===== src/rtl/wb_pkg.sv =====
// Shared Wishbone definitions for the 128-bit line fetch master: CTI codes,
// FSM state type and the bus word type.
package wb_pkg;

    localparam logic [2:0] CTI_CLASSIC = 3'b000;
    localparam logic [2:0] CTI_INCR    = 3'b010;
    localparam logic [2:0] CTI_EOB     = 3'b111;

    typedef enum logic [1:0] {
        StIdle,
        StSingle,
        StBurst,
        StResp
    } state_e;

    typedef logic [127:0] word_t;

endpackage


===== src/rtl/wb_line_fetch128_if.sv =====
// Wishbone bus bundle between the line fetch master and the 128-bit slaves.
interface wb_line_fetch128_if #(
    parameter int unsigned AW = 32
);
    import wb_pkg::*;

    logic          cyc;
    logic          stb;
    logic [2:0]    cti;
    logic          we;
    logic [15:0]   sel;
    logic [AW-1:0] adr;
    word_t         dat_w;
    logic          ack;
    word_t         dat_r;

    modport master (
        output cyc, stb, cti, we, sel, adr, dat_w,
        input  ack, dat_r
    );

    modport slave (
        input  cyc, stb, cti, we, sel, adr, dat_w,
        output ack, dat_r
    );

endinterface


===== src/rtl/wb_line_fetch_tmo.sv =====
// Bus timeout counter: cleared on ack or while idle, counts stalled cycles and
// flags the cycle in which the limit is reached.
module wb_line_fetch_tmo #(
    parameter int unsigned TMO_CYCLES = 255
) (
    input  logic clk_i,
    input  logic rst_i,
    input  logic clr_i,
    input  logic inc_i,
    output logic tmo_o
);

    localparam int unsigned CntW = ($clog2(TMO_CYCLES + 1) > 8) ? $clog2(TMO_CYCLES + 1) : 8;

    logic [CntW-1:0] cnt_q, cnt_d;

    always_comb begin
        cnt_d = cnt_q;
        if (clr_i) begin
            cnt_d = '0;
        end else if (inc_i) begin
            cnt_d = cnt_q + 1'b1;
        end
    end

    always_ff @(posedge clk_i or posedge rst_i) begin
        if (rst_i) begin
            cnt_q <= '0;
        end else begin
            cnt_q <= cnt_d;
        end
    end

    // Fires on the stalled cycle that brings the count up to the limit.
    assign tmo_o = inc_i && !clr_i && (cnt_q == CntW'(TMO_CYCLES - 1));

endmodule


===== src/rtl/wb_line_fetch128.sv =====
// Wishbone master issuing single 128-bit accesses or incrementing line bursts.
// Optional bus timeout enabled by defining WB_LINE_FETCH128_TMO_EN.
module wb_line_fetch128
    import wb_pkg::*;
#(
    parameter int unsigned BEATS      = 4,
    parameter int unsigned AW         = 32,
    parameter int unsigned TMO_CYCLES = 255
) (
    input  logic                   clk_i,
    input  logic                   rst_i,
    input  logic                   req_i,
    input  logic                   req_line_i,
    input  logic                   req_we_i,
    input  logic [15:0]            req_sel_i,
    input  logic [AW-1:0]          req_adr_i,
    input  word_t                  req_dat_i,
    output logic                   req_rdy_o,
    output logic                   resp_vld_o,
    output logic                   resp_err_o,
    output logic [128*BEATS-1:0]   resp_dat_o,
    wb_line_fetch128_if.master     wb
);

    localparam int unsigned BW = $clog2(BEATS);
    localparam logic [AW-1:0] LineMask = ~AW'((1 << (BW + 4)) - 1);

    state_e               state_q;
    logic                 cyc_q;
    logic [2:0]           cti_q;
    logic                 we_q;
    logic [15:0]          sel_q;
    logic [AW-1:0]        adr_q;
    word_t                dat_q;
    logic [BW-1:0]        beat_q;
    logic [128*BEATS-1:0] line_q, line_d;
    logic [128*BEATS-1:0] resp_dat_q;
    logic                 resp_vld_q;
    logic                 resp_err_q;
    logic                 tmo;

`ifdef WB_LINE_FETCH128_TMO_EN
    wb_line_fetch_tmo #(
        .TMO_CYCLES(TMO_CYCLES)
    ) u_tmo (
        .clk_i(clk_i),
        .rst_i(rst_i),
        .clr_i(wb.ack || (state_q == StIdle)),
        .inc_i(cyc_q && !wb.ack),
        .tmo_o(tmo)
    );
`else
    assign tmo = 1'b0;
`endif

    // Line being assembled with the current beat merged in.
    always_comb begin
        line_d = line_q;
        line_d[beat_q*128 +: 128] = wb.dat_r;
    end

    always_ff @(posedge clk_i or posedge rst_i) begin
        if (rst_i) begin
            state_q    <= StIdle;
            cyc_q      <= 1'b0;
            cti_q      <= CTI_CLASSIC;
            we_q       <= 1'b0;
            sel_q      <= '0;
            adr_q      <= '0;
            dat_q      <= '0;
            beat_q     <= '0;
            line_q     <= '0;
            resp_dat_q <= '0;
            resp_vld_q <= 1'b0;
            resp_err_q <= 1'b0;
        end else begin
            resp_vld_q <= 1'b0;
            unique case (state_q)
                StIdle: begin
                    if (req_i) begin
                        cyc_q  <= 1'b1;
                        beat_q <= '0;
                        dat_q  <= req_dat_i;
                        if (req_line_i) begin
                            state_q <= StBurst;
                            cti_q   <= CTI_INCR;
                            we_q    <= 1'b0;
                            sel_q   <= '1;
                            adr_q   <= req_adr_i & LineMask;
                        end else begin
                            state_q <= StSingle;
                            cti_q   <= CTI_CLASSIC;
                            we_q    <= req_we_i;
                            sel_q   <= req_sel_i;
                            adr_q   <= req_adr_i;
                        end
                    end
                end
                StSingle: begin
                    if (wb.ack) begin
                        cyc_q      <= 1'b0;
                        state_q    <= StResp;
                        resp_vld_q <= 1'b1;
                        resp_err_q <= 1'b0;
                        if (!we_q) begin
                            resp_dat_q[127:0] <= wb.dat_r;
                        end
                    end else if (tmo) begin
                        cyc_q      <= 1'b0;
                        state_q    <= StResp;
                        resp_vld_q <= 1'b1;
                        resp_err_q <= 1'b1;
                    end
                end
                StBurst: begin
                    if (wb.ack) begin
                        line_q <= line_d;
                        if (beat_q == BW'(BEATS - 1)) begin
                            cyc_q      <= 1'b0;
                            cti_q      <= CTI_CLASSIC;
                            state_q    <= StResp;
                            resp_dat_q <= line_d;
                            resp_vld_q <= 1'b1;
                            resp_err_q <= 1'b0;
                        end else begin
                            beat_q <= beat_q + 1'b1;
                            adr_q  <= adr_q + AW'(16);
                            cti_q  <= (beat_q == BW'(BEATS - 2)) ? CTI_EOB : CTI_INCR;
                        end
                    end else if (tmo) begin
                        cyc_q      <= 1'b0;
                        cti_q      <= CTI_CLASSIC;
                        state_q    <= StResp;
                        resp_dat_q <= line_q;
                        resp_vld_q <= 1'b1;
                        resp_err_q <= 1'b1;
                    end
                end
                StResp: begin
                    state_q <= StIdle;
                end
            endcase
        end
    end

    assign req_rdy_o  = (state_q == StIdle);
    assign resp_vld_o = resp_vld_q;
    assign resp_err_o = resp_err_q;
    assign resp_dat_o = resp_dat_q;

    assign wb.cyc   = cyc_q;
    assign wb.stb   = cyc_q;
    assign wb.cti   = cti_q;
    assign wb.we    = we_q;
    assign wb.sel   = sel_q;
    assign wb.adr   = adr_q;
    assign wb.dat_w = dat_q;

endmodule


===== src/flat_wrapper.sv =====
// flat-port wrapper written by rule: the top's interface ports become plain ports
module wb_line_fetch128_flat import wb_pkg::*;
#(
    parameter int unsigned BEATS      = 4,
    parameter int unsigned AW         = 32,
    parameter int unsigned TMO_CYCLES = 255
)
  (clk_i, rst_i, req_i, req_line_i, req_we_i, req_sel_i, req_adr_i, req_dat_i, req_rdy_o, resp_vld_o, resp_err_o, resp_dat_o, wb_cyc, wb_stb, wb_cti, wb_we, wb_sel, wb_adr, wb_dat_w, wb_ack, wb_dat_r);
  wb_line_fetch128_if #(.AW(AW)) wb_i ();
  input  logic clk_i;
  input  logic rst_i;
  input  logic req_i;
  input  logic req_line_i;
  input  logic req_we_i;
  input  logic [15:0] req_sel_i;
  input  logic [AW-1:0] req_adr_i;
  input  word_t req_dat_i;
  output logic req_rdy_o;
  output logic resp_vld_o;
  output logic resp_err_o;
  output logic [128*BEATS-1:0] resp_dat_o;
  output wire logic [$bits(wb_i.cyc)-1:0] wb_cyc;
  output wire logic [$bits(wb_i.stb)-1:0] wb_stb;
  output wire logic [$bits(wb_i.cti)-1:0] wb_cti;
  output wire logic [$bits(wb_i.we)-1:0] wb_we;
  output wire logic [$bits(wb_i.sel)-1:0] wb_sel;
  output wire logic [$bits(wb_i.adr)-1:0] wb_adr;
  output wire logic [$bits(wb_i.dat_w)-1:0] wb_dat_w;
  input wire logic [$bits(wb_i.ack)-1:0] wb_ack;
  input wire logic [$bits(wb_i.dat_r)-1:0] wb_dat_r;
  assign wb_cyc = wb_i.cyc;
  assign wb_stb = wb_i.stb;
  assign wb_cti = wb_i.cti;
  assign wb_we = wb_i.we;
  assign wb_sel = wb_i.sel;
  assign wb_adr = wb_i.adr;
  assign wb_dat_w = wb_i.dat_w;
  assign wb_i.ack = wb_ack;
  assign wb_i.dat_r = wb_dat_r;
  wb_line_fetch128 #(.BEATS(BEATS), .AW(AW), .TMO_CYCLES(TMO_CYCLES)) u_core (.clk_i(clk_i), .rst_i(rst_i), .req_i(req_i), .req_line_i(req_line_i), .req_we_i(req_we_i), .req_sel_i(req_sel_i), .req_adr_i(req_adr_i), .req_dat_i(req_dat_i), .req_rdy_o(req_rdy_o), .resp_vld_o(resp_vld_o), .resp_err_o(resp_err_o), .resp_dat_o(resp_dat_o), .wb(wb_i));
endmodule

===== config.mk =====
export PLATFORM = sky130hd
export DESIGN_NAME = wb_line_fetch128_flat
export DESIGN_NICKNAME = d
export VERILOG_FILES = /design/src/rtl/wb_pkg.sv /design/src/rtl/wb_line_fetch128_if.sv /design/src/rtl/wb_line_fetch_tmo.sv /design/src/rtl/wb_line_fetch128.sv /design/src/flat_wrapper.sv
export SDC_FILE = /design/constraint.sdc
export NUM_CORES = 2
export LEC_CHECK = 0
export CAP_MARGIN = 25
export CORE_AREA = 2 2 389 391
export CTS_BUF_LIST = sky130_fd_sc_hd__clkbuf_8
export DETAILED_ROUTE_END_ITERATION = 10
export DIE_AREA = 0 0 391 393
export HOLD_SLACK_MARGIN = 0.05
export PLACE_DENSITY = 0.55
export RECOVER_POWER = 100
export SLEW_MARGIN = 20
export SYNTH_ARGS = -nofsm -noshare
export SYNTH_HDL_FRONTEND = slang
export SYNTH_SLANG_ARGS = --single-unit

===== constraint.sdc =====
create_clock -name clk_i -period 57.4 [get_ports clk_i]
set_input_delay 11.48 -clock clk_i [delete_from_list [all_inputs] [get_ports clk_i]]
set_output_delay 11.48 -clock clk_i [all_outputs]
set_load 0.05 [all_outputs]

==> results.json <==
{
  "area.sequential_mm2": 0.0303,
  "clkLatencyLatePin_ns": 0.94,
  "synth_edf_count": 0,
  "fillers": 14300,
  "globalplace.congestion": 0.848,
  "syn_inst": 4580,
  "skew_ns": 0.0515,
  "tightest_slew_ns": 8.94,
  "synth.area.top_cells": "dfrtp_1 (60%), a22o_1 (9.0%), nor2b_1 (4.8%)",
  "violations": "capacitance limit, slew limit",
  "firstDrtPassIters": 6,
  "crit_chain": "dlygate4sd3_1 -> clkinvlp_2 -> clkbuf_1 -> clkbuf_1 -> clkbuf_1 -> clkbuf_1 -> clkbuf_1 -> clkbuf_1 -> clkbuf_1",
  "setup_tns_ns": 0,
  "drtAntennaViolNets": 0,
  "grt_util_all_layers": 0.243,
  "ys_types": 48,
  "synth_nets": 4902,
  "fmax_mhz": 30.4,
  "die_w_um": 391,
  "maxCapViolCount": 43,
  "synth_warnings": 0,
  "io_pins": 1007,
  "setup_viol_count_final": 0,
  "die_h_um": 393,
  "cpMostUsedCell": "clkbuf_1",
  "finalCriticalPeriod_ns": 32.85,
  "critical_path_class": "input pin to asynchronous set/reset pin",
  "cts_hold_buf": 0,
  "fin_crit_sh": 0.572,
  "endpoint_kind": "asynchronous set/reset pin",
  "core_mm2": 0.149,
  "cts_resized": 0,
  "syn_area_mm2": 0.0501,
  "dpl.cell_count": 7088,
  "cts_sinks": 1209,
  "initial_core_util": 0.336,
  "vias_per_cell": 5.30,
  "io_buffers": 1005,
  "rsz0062_at_grt": "false",
  "postPlaceCellArea_mm2": 0.0610,
  "drt_iter0_drc": 2980,
  "p_leak_nw": 30.6,
  "grt_pass1_wl_um": 276000,
  "post_cts_buffers": 0,
  "multi_input_area_mm2": 0.0176,
  "ys.flop_type": "dfrtp_1",
  "yosys.cell_count.top_type": "dfrtp_1",
  "async_flop_share": 1.00,
  "cts_root_buffer": "clkbuf_8",
  "yosysTopAreaCell": "dfrtp_1",
  "cts_tree": "done",
  "grt_overflow": 0,
  "yosys-top-cells-count": "dfrtp_1 (1209), nand2_1 (572), a22o_1 (512), o21ai_0 (476), a21oi_1 (411)",
  "drive_gt1_frac": 0.0848,
  "htree_levels": 4,
  "ys_seq_elements": 1209,
  "crit_arrival_ns": 32.89,
  "drc": 0,
  "synth.avg_cell_area_um2": 10.9,
  "finalNonFillerCells": 7460,
  "wire_per_inst_um": 25.5,
  "cp_slowest_stage_delay_ns": 3.15,
  "hold_ws_ns": 0.465,
  "cp_max_fo": 105,
  "area_delta_synth_final_pct": 29.6,
  "maxSlewViolCount": 3033,
  "slowest_stage": "clkbuf_1",
  "num-nets-final": 5674,
  "cts_made_buffers": 205,
  "required_ns": 57.43,
  "synth_top_area_frac": 0.604,
  "slew_headroom": -4.96,
  "seq_area_frac_synth": 0.604,
  "grt_max_degree": 235,
  "rows": 142,
  "min_path_type": "flip-flop to flip-flop",
  "die_area_mm2": 0.154,
  "grt_pass1_vias": 38400,
  "status": "finished, violations left",
  "vdd_drop_max_mv": 0.0308,
  "antenna_found_initial": 29,
  "clk_pin_slew_ns": 0.06,
  "p_per_area_mw_per_mm2": 46.8,
  "dpl.hpwl_um": 124000,
  "vias": 39600,
  "start_kind": "input pin",
  "clk_path_buf_depth": 3,
  "drt_wl_total_um": 190000,
  "final_hold_viol_count": 0,
  "final_area_mm2": 0.0649
}
## kinds of logic after synthesis
| group | share of synthesized area |
|---|---|
| adder cells (fa/ha/maj) | 0.00300 |
| multiplexers | 0.0316 |
| AO/OA/AOI/OAI | 0.210 |
| buffers and inverters | 0.0470 |
| other | 0.0000749 |
| flip-flops | 0.604 |
| AND/OR/NAND/NOR | 0.104 |
## power by group
group,switching [mW],internal [mW],leakage [nW],total [mW]
registers,0.116,1.02,16.2,1.13
logic,0.772,0.333,12.0,1.11
clock network,0.372,0.425,2.42,0.797
## cell type report
| class | instances | area share |
|---|---|---|
| Inverter | 12 | 0.000713 |
| Clock buffer | 254 | 0.0539 |
| Antenna cell | 10 | 0.000386 |
| Clock inverter | 107 | 0.0104 |
| Sequential cell | 1209 | 0.466 |
| Tap cell | 1944 | 0.0375 |
| Multi-Input combinational cell | 2856 | 0.271 |
| Timing Repair Buffer | 1068 | 0.160 |
## through the flow
| step | setup WS (ns) | util | total power [mW] |
|---|---|---|---|
| after floorplan | 11.86 | - | 1.86 |
| after global placement | 38.72 | 0.408 | 2.28 |
| after detailed placement | 38.69 | 0.408 | 2.30 |
| after CTS | 39.76 | 0.436 | 3.11 |
| after global routing | 20.14 | 0.435 | 3.17 |
| final | 24.55 | 0.435 | 3.03 |
## worst max-delay path: cells and delay by family
kind	cells	cell delay, ns
buffers and inverters	9	21.08
## final timing paths
path | cells past startpoint | from | slack [ns] | to
setup / recovery | 9 | rst_i | 24.55 | u_core.resp_dat_o[193]
hold / removal | 2 | u_core.wb.adr[0] | 0.46 | u_core.wb.adr[0]
setup reg to reg | 9 | u_core.state_q[0] | 46.78 | u_core.resp_dat_o[445]
hold reg to reg | 2 | u_core.wb.adr[0] | 0.46 | u_core.wb.adr[0]
max in group clk_i | 7 | wb_ack | 36.52 | u_core.resp_dat_o[445]
min in group asynchronous | 2 | rst_i | 12.48 | u_core.wb.sel[6]
## registers in the layout, indices dropped and copies added, names as in the netlist
signal             flops
u_core.wb.cti          2
u_core.wb.adr         32
u_core.line_q        512
u_core.state_q         2
u_core.wb.we           1
u_core.wb.cyc          1
u_core.wb.sel         16
u_core.wb.dat_w      128
u_core.resp_vld_o      1
u_core.beat_q          2
u_core.resp_dat_o    512
## placed cells by master, fill, tap and decap left out, types with 22 or more instances in the layout
master and instances:
a21oi_1 411, a22o_1 512, a22oi_1 129, buf_4 22, clkbuf_1 39, clkbuf_8 254
clkdlybuf4s50_1 305, dfrtp_1 1209, dlygate4sd3_1 699, inv_1 81, mux2_2 129, nand2_1 570
nor2_1 37, nor2b_1 385, o21ai_0 541
## layer usage
metal | vias to the layer above | global-route usage | part of all wire
met5 | - | 0.00478 | 0.0015
met4 | 30 | 0.0854 | 0.032
met3 | 309 | 0.0796 | 0.090
met2 | 1493 | 0.352 | 0.44
met1 | 20100 | 0.338 | 0.44
li1 | 17700 | - | -
No activity file was read; power rests on OpenSTA's default activity.
==> RTL edit: new RTL, same settings <==
The option `WB_LINE_FETCH128_TMO_EN` is turned on by a define.
--- a/src/rtl/wb_line_fetch128.sv
+++ b/src/rtl/wb_line_fetch128.sv
@@ -2,2 +2,4 @@
 // Optional bus timeout enabled by defining WB_LINE_FETCH128_TMO_EN.
+`define WB_LINE_FETCH128_TMO_EN
+
 module wb_line_fetch128
Check against the original RTL: not settled (the Yosys comparison gave no result); the edit may change what the design does.
==> RTL edit against the original RTL <==
- the run still ends with max-capacitance violations, max-slew violations left
- largest cell class unchanged
- setup slack better by 1700 ps
- largest power group is now combinational cells
- power grew 17%
- area after synthesis shrank 0.33%
- non-clock buffer count rose by 5
- final area increased by 0.47%
- routed wire length increased by 2.9%
- critical endpoint is now u_core.line_q[72]
- sequential cell count up 9
- critical path depth decreased by 2
==> RTL edit: results (changes against the original RTL) <==
| Metric | Value |
|---|---|
| Leakage | `28.9 nW (-5.5%)` |
| Worst slew margin relative to its limit | `-485% (+11 points)` |
| Hold Vio Cnt, Final | `0 (unchanged)` |
| Worst Hold Class | `flop to flop` |
| DR pass1 iterations | `7 (+1)` |
| GRT Overall Usage | `25.0% (+0.73 points)` |
| Vias in the first global route | `39,532 (+3.1%)` |
| Asr flop ratio synth | `100% (unchanged)` |
| Area contributors post-synth | `dfrtp_1, nand2_1, a22o_1` |
| Worst IR Drop VDD | `0.0352 mV (+14%)` |
| WL final | `196,000 um (+2.9%)` |
| Yosys warns | `0 (unchanged)` |
| Synth unique cells | `59 (+23%)` |
| DP HPWL | `133,000 um (+7.8%)` |
| CTS root buffer | `clkbuf_8` |
| Resized cells post-CTS | `0 (unchanged)` |
| Run status | `finished with violations` |
| CTS H-tree lvls | `4 (unchanged)` |
| Cts bufs inserted | `210 (+2.4%)` |
| Largest net degree at the start of global routing | `245 (+4.3%)` |
| Vias/cell | `5.22 (-1.6%)` |
| Final Skew | `65.7 ps (+14.3 ps)` |
| CP top delay family | `buffers and inverters` |
| Setup Fix Bufs, Post-CTS | `0 (unchanged)` |
| Worst-skew pair later-pin latency | `920 ps (-20 ps)` |
| Initial antenna violation count | `34 (+17%)` |
| Deepest clock path buffer count | `3 (unchanged)` |
| MaxCap Viol Count | `45 (+4.7%)` |
| Peak fanout along the critical path | `153 (+46%)` |
| Pins Over Slew Limit | `3,235 (+6.7%)` |
| Slowest-stage cell, CP | `clkbuf_1` |
| Top_reg_cell synth | `dfrtp_1` |
| Nets | `6,110 (+7.7%)` |
| PortBufs | `1,006 (+0.10%)` |
| Worst-path clk slew | `60 ps (about the same)` |
| Post-synth top cells | `dfrtp_1, nand2_1, o21ai_0` |
| Seq/Total Area, Yosys | `61.1% (+0.65 points)` |
| Drt first-iter violations | `3,226 (+8.3%)` |
| CP Data Arrival Time | `31,330 ps (-1560 ps)` |
| Failing checks | `max-capacitance violations, max-slew violations` |
| Ratio of cells with drive above 1 in the final layout | `7.83% (-0.65 points)` |
| Max incr delay on CP | `5800 ps (+2650 ps)` |
| Routability congestion estimate from global placement | `0.905 (+6.8%)` |
| Syn nets | `5,232 (+6.7%)` |
| First-pass GRT wire length | `284,000 um (+2.9%)` |
[RTL edit: changes by cell type after synthesis, moves of 60 or more]
cell	before	now
clkbuf_2	60	0
a22oi_1	129	257
nor2_1	38	425
nand2_1	572	962
o21ai_1	71	240
buf_2	134	71
nor2b_1	385	1
a22o_1	512	256
[RTL edit: per-layer routing]
layer,GRT usage (%),vias to the layer above,wire length [um]
met5,0,-,48
met4,5.43,8,3560
met3,7.08,231,15500
met2,38.8,1402,89800
met1,34.7,20688,87000
li1,-,18881,-
[RTL edit: through the flow]
stage	total power, W	setup slack, ps	area, um2	hold slack (ps)	cells
6_report	0.00355	26260	65200	472	7897
5_1_grt	0.00373	22160	65200	488	7893
2_1_floorplan	0.00225	11600	49900	450	4909
4_1_cts	0.00364	42090	65500	482	7881
3_5_place_dp	0.00282	41060	61300	469	7515
3_3_place_gp	0.00280	41010	61200	461	7511
[RTL edit: worst paths after layout]
check                                         end  depth (start not counted)         startpoint  slack [ps]
setup / recovery                u_core.line_q[72]                          7              rst_i       26260
hold / removal                  u_core.wb.sel[13]                          2  u_core.wb.sel[13]         470
setup reg to reg           u_core.resp_dat_o[464]                          9  u_core.state_q[1]       39550
hold reg to reg                 u_core.wb.sel[13]                          2  u_core.wb.sel[13]         470
max in group clk_i         u_core.resp_dat_o[464]                          8             wb_ack       28560
min in group asynchronous     u_core.wb.dat_w[67]                          2              rst_i       11830
[RTL edit: cells by family (layout without fill, tap and decap cells)]
logic type	Yosys count	count (layout)	synth area share, %
buf+inv	420	1452	3.92
other cells	0	12	0
compound gates	1663	1663	20.2
simple gates	1452	1452	11.3
mux	137	137	3.07
xor+xnor	6	6	0.105
flops	1218	1218	61.1
fa+ha+maj	13	13	0.326
[RTL edit: area by class of cell]
class                           count  area [um2]
Fill cell                       14366       84000
Sequential cell                  1218       30500
Multi-Input combinational cell   3271       17500
Timing Repair Buffer             1073       10500
Clock buffer                      264        3630
Tap cell                         1944        2430
Clock inverter                    102         567
Inverter                           13        50.0
Antenna cell                       12        30.0
[RTL edit: power by group]
part           leakage, nW  internal, W  switching, W
Sequential            16.1      0.00110      0.000159
Combinational         10.4     0.000462       0.00103
Clock                 2.45     0.000425      0.000375
Total                 28.9      0.00199       0.00156
[RTL edit: worst min-delay path, cell delays in order, from the launching register on]
cell	delay (ps)
dfrtp_1	330
nand2_1	50
o21ai_0	60
